==> src/rtl/serial_adder_ctrl.sv <==
// Bit-serial adder controller: streams operand bit pairs LSB-first through a
// 1-bit full_adder cell, recirculating its carry, and presents the registered result.

module full_adder (
  input  logic a,
  input  logic b,
  input  logic cin,
  output logic s,
  output logic cout
);
  assign s    = a ^ b ^ cin;
  assign cout = (a & b) | (cin & (a ^ b));
endmodule

module serial_adder_ctrl #(
  parameter  int WIDTH = 8,
  localparam int CNT_W = $clog2(WIDTH)
) (
  input  logic             clk,
  input  logic             rst_n,
  input  logic             start,
  input  logic [WIDTH-1:0] a_in,
  input  logic [WIDTH-1:0] b_in,
  input  logic             cin_in,
  output logic             busy,
  output logic             done,
  output logic [WIDTH-1:0] sum,
  output logic             cout,
  output logic [1:0]       state_o
);

  typedef enum logic [1:0] {
    IDLE = 2'd0,
    ADD  = 2'd1,
    DONE = 2'd2
  } state_t;

  state_t             state_q, state_d;
  logic [WIDTH-1:0]   a_sr_q, a_sr_d;
  logic [WIDTH-1:0]   b_sr_q, b_sr_d;
  logic [WIDTH-1:0]   s_sr_q, s_sr_d;
  logic [WIDTH-1:0]   sum_q, sum_d;
  logic               carry_q, carry_d;
  logic               cout_q, cout_d;
  logic [CNT_W-1:0]   cnt_q, cnt_d;
  logic               fa_s, fa_cout;

  full_adder u_fa (
    .a    (a_sr_q[0]),
    .b    (b_sr_q[0]),
    .cin  (carry_q),
    .s    (fa_s),
    .cout (fa_cout)
  );

  always_ff @(posedge clk or negedge rst_n) begin
    if (!rst_n) begin
      state_q <= IDLE;
      a_sr_q  <= '0;
      b_sr_q  <= '0;
      s_sr_q  <= '0;
      sum_q   <= '0;
      carry_q <= 1'b0;
      cout_q  <= 1'b0;
      cnt_q   <= '0;
    end else begin
      state_q <= state_d;
      a_sr_q  <= a_sr_d;
      b_sr_q  <= b_sr_d;
      s_sr_q  <= s_sr_d;
      sum_q   <= sum_d;
      carry_q <= carry_d;
      cout_q  <= cout_d;
      cnt_q   <= cnt_d;
    end
  end

  always_comb begin
    state_d = state_q;
    a_sr_d  = a_sr_q;
    b_sr_d  = b_sr_q;
    s_sr_d  = s_sr_q;
    sum_d   = sum_q;
    carry_d = carry_q;
    cout_d  = cout_q;
    cnt_d   = cnt_q;
    unique case (state_q)
      IDLE: begin
        if (start) begin
          a_sr_d  = a_in;
          b_sr_d  = b_in;
          carry_d = cin_in;
          cnt_d   = '0;
          s_sr_d  = '0;
          state_d = ADD;
        end
      end
      ADD: begin
        s_sr_d  = {fa_s, s_sr_q[WIDTH-1:1]};
        a_sr_d  = {1'b0, a_sr_q[WIDTH-1:1]};
        b_sr_d  = {1'b0, b_sr_q[WIDTH-1:1]};
        carry_d = fa_cout;
        cnt_d   = cnt_q + CNT_W'(1);
        // Result registers only move on the final bit so partial sums stay hidden.
        if (cnt_q == CNT_W'(WIDTH - 1)) begin
          sum_d   = {fa_s, s_sr_q[WIDTH-1:1]};
          cout_d  = fa_cout;
          state_d = DONE;
        end
      end
      DONE:    state_d = IDLE;
      default: state_d = IDLE;
    endcase
  end

  assign busy    = (state_q == ADD);
  assign done    = (state_q == DONE);
  assign sum     = sum_q;
  assign cout    = cout_q;
  assign state_o = state_q;

endmodule

==> config.mk <==
export PLATFORM = sky130hd
export DESIGN_NAME = serial_adder_ctrl
export DESIGN_NICKNAME = d
export VERILOG_FILES = /design/src/rtl/serial_adder_ctrl.sv
export SDC_FILE = /design/constraint.sdc
export NUM_CORES = 1
export LEC_CHECK = 0
export BUFFER_PORTS_ARGS = -buffer_cell sky130_fd_sc_hd__buf_2
export CAP_MARGIN = 30
export CORE_UTILIZATION = 55
export CTS_CLUSTER_DIAMETER = 80
export DETAILED_ROUTE_END_ITERATION = 10
export GPL_ROUTABILITY_DRIVEN = 0
export PLACE_DENSITY = 0.79
export SYNTH_ARGS = -nofsm -noshare
export SYNTH_HDL_FRONTEND = slang
export SYNTH_SLANG_ARGS = --single-unit
==> constraint.sdc <==
create_clock -name clk -period 4.85 [get_ports clk]
set_clock_uncertainty 0.15 [all_clocks]
set_input_delay 0 -clock clk [delete_from_list [all_inputs] [get_ports clk]]
set_output_delay 0 -clock clk [all_outputs]
set_load 0.02 [all_outputs]
* Yosys cells after proc, flatten, opt, wreduce, memory -nomap -nowiden
Cells that the tools add are included.
** Cells by class
- Shifts and indexed selects :: 0
- $add $sub $neg :: 1
- $mul :: 0
- Equal/unequal tests :: 5
- Muxes and demuxes :: 13
- Div/mod/pow operators :: 0
- Reduce and logical (&&, ||, !) cells :: 5
- Bitwise logic cells :: 5
- Order comparisons :: 0
** Operators with widths (number)
- 8-bit one-hot mux with 2 select lines :: 3
- 8-bit two-way mux :: 3
- 3-bit one-hot mux with 2 select lines :: 1
- 2-bit AND reduction :: 3
- 2-bit two-way mux :: 2
- 2-bit one-hot mux with 2 select lines :: 1
- 3-bit by 1-bit adder with 3-bit output, second input constant :: 1
- 3-bit == test, second input constant :: 1
- 3-bit two-way mux :: 1
- 1-bit bitwise AND :: 2
- 2-bit by 1-bit == test with 1-bit output, second input constant :: 1
- 2-bit == test, second input constant :: 1
- 2-bit zero test :: 1
- 2-bit by 1-bit inequality test with 1-bit output, second input constant :: 1
- 2-bit inequality test, second input constant :: 1
- 1-bit one-hot mux with 2 select lines :: 1
- 2-bit nonzero test :: 1
- 1-bit bitwise XOR :: 2
- 1-bit two-way mux :: 1
- 1-bit bitwise OR :: 1
** Storage, ports and cells
- Word-level logic and storage cells :: 37
- Register bits after elaboration :: 39
- Input port bits :: 20
- Output and inout bits :: 13
- Memories kept :: 0
- Bits in writable memories :: 0
- ROM bits :: 0
- Bits in latches :: 0

* Logic depth before layout (Yosys ltp)
Gate-level depths: netlist of the first run.
- Word-level depth :: 4
- Mapped depth :: 5
- Mapped depth without buffers :: 4

* Hierarchy
From an unflattened synthesis of the first run, not the netlist that was laid out.
** Second synthesis, totals
- Cell total of the unflattened synthesis :: 148
- Area, all modules :: 1745.4 um^2
** Modules (own cells, without submodules)
- serial_adder_ctrl :: sequential area each 950.9 um^2, area an instance 1725.4 um^2, cells an instance 147, times used 1
- full_adder :: sequential area each 0.0 um^2, area an instance 20.0 um^2, cells an instance 1, times used 1

* Worst setup path before layout of the first run
Ideal clock, no wire load.
- Kind :: reg2reg
- Start :: register cnt_q[0]
- End :: register cout_q, in the netlist cout
- Buffers on the path :: 1
- Period minus slack after synthesis :: 1.587 ns
- Setup time :: 0.125 ns
- Arrival :: 1.312 ns
- Cell stages (with the launch flop) :: 6
- Data required time :: 4.575 ns
- Setup slack :: 3.263 ns
- Cells stage by stage :: dfrtp_1 ha_1 ha_1 nand3b_1 buf_4 mux2_4
** On the way
- Cells in the longest elaborated chain, start to end :: 2
** Ends and longest elaborated chain
- start: declaration :: RTL line 45 : logic [CNT_W-1:0] cnt_q, cnt_d;
- start signal: assignment :: RTL line 74 : cnt_q <= cnt_d;
- 3-bit == test :: RTL line 105 : if (cnt_q == CNT_W'(WIDTH - 1)) begin
- 2-bit AND reduction (no source line)
- end signal: assignment :: RTL line 73 : cout_q <= cout_d;
- end: declaration :: RTL line 44 : logic cout_q, cout_d;
No other way between the ends.
A chain may end at the register's enable or synchronous reset.

* Worst setup path after layout of the first run
- Start :: register state_q[0], in the netlist state_o[0]
- End :: register sum_q[5], in the netlist sum[5]
** On the way
- Cells in the longest elaborated chain, start to end :: 2
** Ends and longest elaborated chain
- start: declaration :: RTL line 38 : state_t state_q, state_d;
- start signal: assignment :: RTL line 67 : state_q <= state_d;
- 2-bit by 1-bit == test with 1-bit output :: RTL line 87 : unique case (state_q)
- 2-bit AND reduction (no source line)
- end signal: assignment :: RTL line 71 : sum_q <= sum_d;
- end: declaration :: RTL line 42 : logic [WIDTH-1:0] sum_q, sum_d;
No other way between the ends.

==> results of run 1 <==
synth_stat cells:
cell,instances
dfrtp_1,38
inv_1,17
nor4b_1,15
nor3b_1,13
a211oi_1,12
a22o_1,11
mux2_4,9
buf_2,6
a221oi_1,3
buf_4,2
clkbuf_1,2
ha_1,2
a21oi_1,1
and2b_1,1
buf_1,1
fa_1,1
mux2_2,1
nand3b_1,1
nor2b_1,1
o21bai_4,1
critical path, delay by kind of cell, from the launching register on:
kind / cells / cell delay, ns
muxes: 1 / 0.49
DFF: 1 / 0.95
and+or+nand+nor: 1 / 0.69
cells by family after synthesis:
group / share of synthesized area, %
DFF: 54.4
and+or+nand+nor: 14.3
AOI/OAI and AO/OA: 13.5
buffers and inverters: 6.87
muxes: 8.37
adders and majority gates: 2.57
metrics by stage:
stage	setup WS [ns]	cell area (µm²)	hold WS, ns	power [mW]
after detailed placement	2.46	1910	-0.00580	1.07
after global routing	2.27	2150	0.110	1.35
after floorplan	3.26	1750	-0.446	0.946
after global placement	2.57	1910	-0.0239	1.04
final	2.45	2150	0.0934	1.25
after CTS	2.44	2150	0.0741	1.25
routing by layer:
layer	up-vias	share of wire, %	wire [µm]
met1	630	46	1630
met5	-	0	0
met3	9	2.6	92
li1	592	-	-
met4	0	2.4	85
met2	33	49	1710
cell type report:
class | instances | area, µm²
clock buffer | 7 | 55.1
clock inverter | 1 | 5.00
timing repair buffer | 50 | 340
fill | 233 | 880
tap | 44 | 55.1
inverter | 17 | 63.8
multi-input combinational | 72 | 678
sequential | 38 | 951
state kept, by name, summed over array words and instances (netlist names):
signal	cells
s_sr_q	7
b_sr_q	8
a_sr_q	8
cout	1
carry_q	1
sum	8
state_o	2
cnt_q	3
power groups by stage:
stage          Combinational (mW)  Clock (mW)  Sequential [mW]
6_report                    0.498       0.170            0.580
3_5_place_dp                0.487           0            0.586
3_3_place_gp                0.465           0            0.573
4_1_cts                     0.501       0.174            0.580
5_1_grt                     0.558       0.188            0.600
2_1_floorplan               0.365           0            0.581
worst max-delay path by stage:
stage	cells after the start	end	slack (ns)	startpoint
after floorplan	5	cout	3.26	cnt_q[0]
after global placement	2	sum[7]	2.57	state_o[0]
after detailed placement	2	sum[5]	2.46	state_o[0]
after CTS	2	sum[5]	2.44	state_o[0]
after global routing	2	sum[5]	2.27	state_o[0]
final	2	sum[5]	2.45	state_o[0]
==> key figures, run 1 <==
Run status
  • Status: finished, final reports clean

Global route
  • Gr usage total: 23.8%
  • Aggregate global routing overflow: 0
  • First-pass GRT wire length: 5.94 mm
  • Vias in the first global route: ~1300
  • Met2 usage: 40.2%
  • Initial antenna violation count: 0
  • Largest net degree at the start of global routing: 39
  • GRT Max-Usage Layer: met2
  • Met1 Use GR: 29.3%
  • GRT met3 Usage: under 10%

Power and ir drop
  • Combinational Power Share: 39.9%
  • Lkg Pwr: 1.03 nW
  • VDD IR max: 0.286 mV
  • Pint: 0.786 mW
  • Sw Share: 37.0%
  • Flop pwr share: 46.5%
  • Clock share of power: 13.6%
  • PwrDens: 581 nW/µm²
  • Net switching power: 0.462 mW

Clock tree
  • CTS tree: built
  • Inserted Clock Buffers: 5
  • Max Root-Sink Buffers: 2
  • Cts repair resizes: 0
  • Post-CTS Setup Bufs: 0
  • CTS Hold Bufs: 18
  • Clk sinks: 38
  • CTS clock-pin slew for the worst setup and hold paths: 0.11 ns
  • Worst skew pair latency: 0.33 ns
  • Root buffer cell: clkbuf_4
  • CTS H-tree lvls: 2

Route
  • Routed wire length: roughly 3.5 mm
  • Via/cell ratio: 5.52
  • DRC viols: 0
  • Drt first pass iters: 4
  • WL/cell: 15.4 µm
  • Antenna viol nets, final: 0
  • Detailed Route Iter0 Violations: 37
  • Via count: 1264

Worst setup path
  • R2R cell count: 2
  • Critical Path RT: roughly 4.9 ns
  • CP Capture Type: register
  • RR Startpoint: state_o[0]
  • Critical-path cell list: nand3b_1, mux2_4
  • Crit path largest cell delay: around 0.95 ns
  • Crit path DAT: 2.47 ns
  • Worst r2r dst: sum[5]
  • Crit Path Max Fanout: 34
  • Crit path launch type: register
  • CP Class: reg -> reg
  • Reg-to-reg slack, setup: 2.45 ns
  • Slowest CP cell: dfrtp_1

Synthesis
  • Syn Nets: 161
  • Syn Inst Count: 138
  • Post-synthesis average cell area: 12.7 µm²
  • Synthesized area: 1750 µm²
  • Top cells by area, synth: dfrtp_1 (54%), mux2_4 (7.7%), nor4b_1 (7.5%)
  • Yosys cell types: 20
  • Synth area leader: dfrtp_1
  • Sequential area share after synthesis: 54.4%
  • Ys Warns: 0
  • Synthesized flop and latch total: 38
  • Share of the synthesized area in the top cell type: 54.4%

Placement
  • DP HPWL: about 2.1 mm
  • PortBufs: 32
  • Placed cell count: 203

Die
  • Die width: 58.4 µm
  • Starting Density: 57.8%
  • # IOs: 33
  • Core area: 3030 µm²
  • Die area: between 3000 and 4000 µm²
  • Die H: a little under 60 µm
  • Rows: 20

STA
  • Hold Fails Final Rpt: 0
  • RSZ-0062 raised after global routing: false
  • Final setup vio count: 0
  • Relative slew slack: 37.6%
  • FMAX: 417 MHz
  • Final worst-path cycle share: 49.5%
  • Final Critical Period: 2.40 ns
  • Least-Margin Pin Slew: 0.936 ns
  • Slew Limit Fails: 0
  • Setup TNS: 0 ns

Hold path
  • Hold_sp: start
  • Class of the worst hold path: in -> reg
  • WHS Endpoint: a_sr_q[7]
  • Hold Path Depth: 3

Finish
  • Fin nets: 207
  • Layout cells sized above 1: 27.0%
  • Most frequent cells in the layout: dfrtp_1 (38), buf_2 (32), dlygate4sd3_1 (18)
  • Layout Cells excl Fill: 229
  • Area growth syn-to-layout: 22.8%
  • Commonest non-fill, non-tap cell in the layout: dfrtp_1
  • Fin util: a little under three quarters
  • # diodes: 0

Run
  • Max-cap violations: 0
(Power assumes the default switching activity.)
==> run 2, diff against run 1 <==
Settings changed: CORE_UTILIZATION 55 to 54, PLACE_DENSITY 0.79 to 0.78.
Clock period 4.85 ns to 2.5 ns, I/O delays scaled along.
==> run 2 against run 1 <==
Net effect:
- via count grew 0.79%
- power up 97%
- setup slack got worse by 2.2 ns
- register-to-register slack got worse by 2.0 ns
- final area increased by 0.87%
- clock power grew 99%
- cell count grew 0.87%
- critical path depth grew 1
- global-route usage up 1.2 points
- critical endpoint is now busy
- largest cell class unchanged
- largest power group unchanged
- highest routed layer unchanged
==> key figures, run 2 (synthesis results as in run 1) <==
Route
  • Drt first pass iters: 4 (unchanged)
  • Via count: 1274 (was 1264)
  • Antenna viol nets, final: 0 (unchanged)
  • Detailed Route Iter0 Violations: 33 (was 37)
  • Via/cell ratio: 5.52 (about the same)
  • WL/cell: 15.9 µm (was 15.4 µm)
  • Routed wire length: 3.67 mm (was 3.52 mm)
  • DRC viols: 0 (unchanged)

STA
  • Setup TNS: 0 ns (unchanged)
  • RSZ-0062 raised after global routing: false (unchanged)
  • Hold_ws: 0.101 ns (was 0.0934 ns)
  • Hold Fails Final Rpt: 0 (unchanged)
  • FMAX: ~450 MHz
  • Slew Limit Fails: 0 (unchanged)
  • Relative slew slack: 46.2% (was 37.6%)
  • Final worst-path cycle share: 88.6%
  • Least-Margin Pin Slew: 0.806 ns (was 0.936 ns)
  • Final Critical Period: about 2.2 ns
  • Final setup vio count: 0 (unchanged)

Placement
  • DP HPWL: 2.23 mm (was 2.09 mm)
  • PortBufs: 32 (unchanged)

Power and ir drop
  • Pint: 1.54 mW (was 0.786 mW)
  • Power Total: 2.46 mW (was 1.25 mW)
  • Flop pwr share: 44.6% (was 46.5%)
  • Clock share of power: 13.8% (was 13.6%)
  • VDD IR max: 0.504 mV (was 0.286 mV)
  • Lkg Pwr: 1.04 nW (was 1.03 nW)
  • PwrDens: 1140 nW/µm² (was 581 nW/µm²)
  • Net switching power: 0.924 mW (was 0.462 mW)
  • Sw Share: 37.6% (was 37.0%)
  • Combinational Power Share: 41.6% (was 39.9%)

Clock tree
  • CTS tree: built (unchanged)
  • CTS Hold Bufs: 18 (unchanged)
  • CTS clock-pin slew for the worst setup and hold paths: 0.12 ns (was 0.11 ns)
  • Clk sinks: 38 (unchanged)
  • Post-CTS Setup Bufs: 0 (unchanged)
  • CTS H-tree lvls: 2 (unchanged)
  • Max Root-Sink Buffers: 2 (unchanged)
  • Worst skew pair latency: 0.34 ns (was 0.33 ns)
  • Root buffer cell: clkbuf_4 (unchanged)
  • Cts repair resizes: 0 (unchanged)
  • Inserted Clock Buffers: 5 (unchanged)

Run status
  • Status: finished, final reports clean (unchanged)

Finish
  • Area growth syn-to-layout: 23.9% (was 22.8%)
  • Fin util: 71.0% (about the same)
  • Layout cells sized above 1: 28.3% (was 27.0%)
  • Number of fill cells: 237 (was 233)
  • Fin nets: 209 (was 207)
  • Most frequent cells in the layout: dfrtp_1 (38), buf_2 (32), dlygate4sd3_1 (18) (unchanged)
  • Commonest non-fill, non-tap cell in the layout: dfrtp_1 (unchanged)
  • # diodes: 0 (unchanged)

Worst setup path
  • CP Capture Type: primary output (was register)
  • RR Startpoint: state_o[0] (unchanged)
  • Slowest CP cell: dfrtp_1 (unchanged)
  • Worst r2r dst: sum[5] (unchanged)
  • Reg-to-reg slack, setup: 0.44 ns (was 2.45 ns)
  • CP Class: reg -> out (was reg -> reg)
  • Crit path largest cell delay: 0.73 ns (was 0.95 ns)
  • R2R cell count: 2 (unchanged)
  • Critical Path RT: 2.35 ns (was 4.92 ns)
  • Crit path launch type: register (unchanged)
  • Crit path DAT: 2.07 ns (was 2.47 ns)
  • Critical-path cell list: buf_4, and2b_1, buf_2 (was nand3b_1, mux2_4)
  • Crit Path Max Fanout: 19 (was 34)

Global route
  • Gr usage total: 25.0% (was 23.8%)
  • Largest net degree at the start of global routing: 39 (unchanged)
  • First-pass GRT wire length: 6.29 mm (was 5.94 mm)
  • Initial antenna violation count: 0 (unchanged)
  • Vias in the first global route: 1378 (was 1284)
  • Aggregate global routing overflow: 0 (unchanged)

Hold path
  • Hold Path Depth: 3 (unchanged)
  • Class of the worst hold path: in -> reg (unchanged)
  • Hold_sp: start (unchanged)
  • WHS Endpoint: a_sr_q[7] (unchanged)

Die
  • Die area: 3470 µm² (was 3410 µm²)
  • Die H: 58.9 µm (was 58.4 µm)
  • Die width: 58.9 µm (was 58.4 µm)
  • Rows: 20 (unchanged)
  • # IOs: 33 (unchanged)
  • Starting Density: 57.3% (was 57.8%)
  • Core area: 3050 µm² (was 3030 µm²)

Run
  • Max-cap violations: 0 (unchanged)
-- run 2: critical path, delay by kind of cell (launching register included) --
family / cells / cell delay (ns)
buffers and inverters: 2 / 0.56
flip-flops: 1 / 0.73
AND/OR/NAND/NOR: 1 / 0.43
-- run 2: area by class of cell --
class                           instances  area, µm²  area share (%)
Sequential cell                        38        951            43.9
Multi-Input combinational cell         72        678            31.3
Timing Repair Buffer                   52        355            16.4
Inverter                               17       63.8            2.94
Tap cell                               44       55.1            2.54
Clock buffer                            6       51.3            2.37
Clock inverter                          2       12.5           0.577
-- run 2: how the worst max path moves through the flow --
stage / end / start / slack, ns
finish: busy / state_o[0] / 0.28
global route: busy / state_o[0] / 0.14
CTS: busy / state_o[0] / 0.27
detailed placement: sum[5] / state_o[0] / 0.44
global placement: sum[7] / state_o[0] / 0.57
floorplan: cout / cnt_q[0] / 0.91
-- run 2: power by group through the flow --
stage / Combinational (mW) / Sequential (mW) / Clock (mW)
final: 1.02 / 1.10 / 0.338
after global routing: 1.13 / 1.13 / 0.366
after detailed placement: 0.993 / 1.11 / 0
after CTS: 1.02 / 1.10 / 0.342
after floorplan: 0.709 / 1.13 / 0
after global placement: 0.945 / 1.09 / 0
-- run 2: stage by stage --
stage	cells	area, µm²	worst slack [ns]
6_report	231	2170	0.284
3_3_place_gp	205	1920	0.565
3_5_place_dp	205	1920	0.439
5_1_grt	231	2170	0.136
4_1_cts	231	2170	0.271
2_1_floorplan	138	1750	0.913
-- run 2: routing by layer --
layer | wire [µm] | GRT usage [%] | up-vias
li1 | - | - | 596
met1 | 1550 | 28.4 | 646
met2 | 1980 | 45.5 | 27
met3 | 90 | 4.40 | 5
met4 | 50 | 11.6 | 0
met5 | 0 | 0 | -
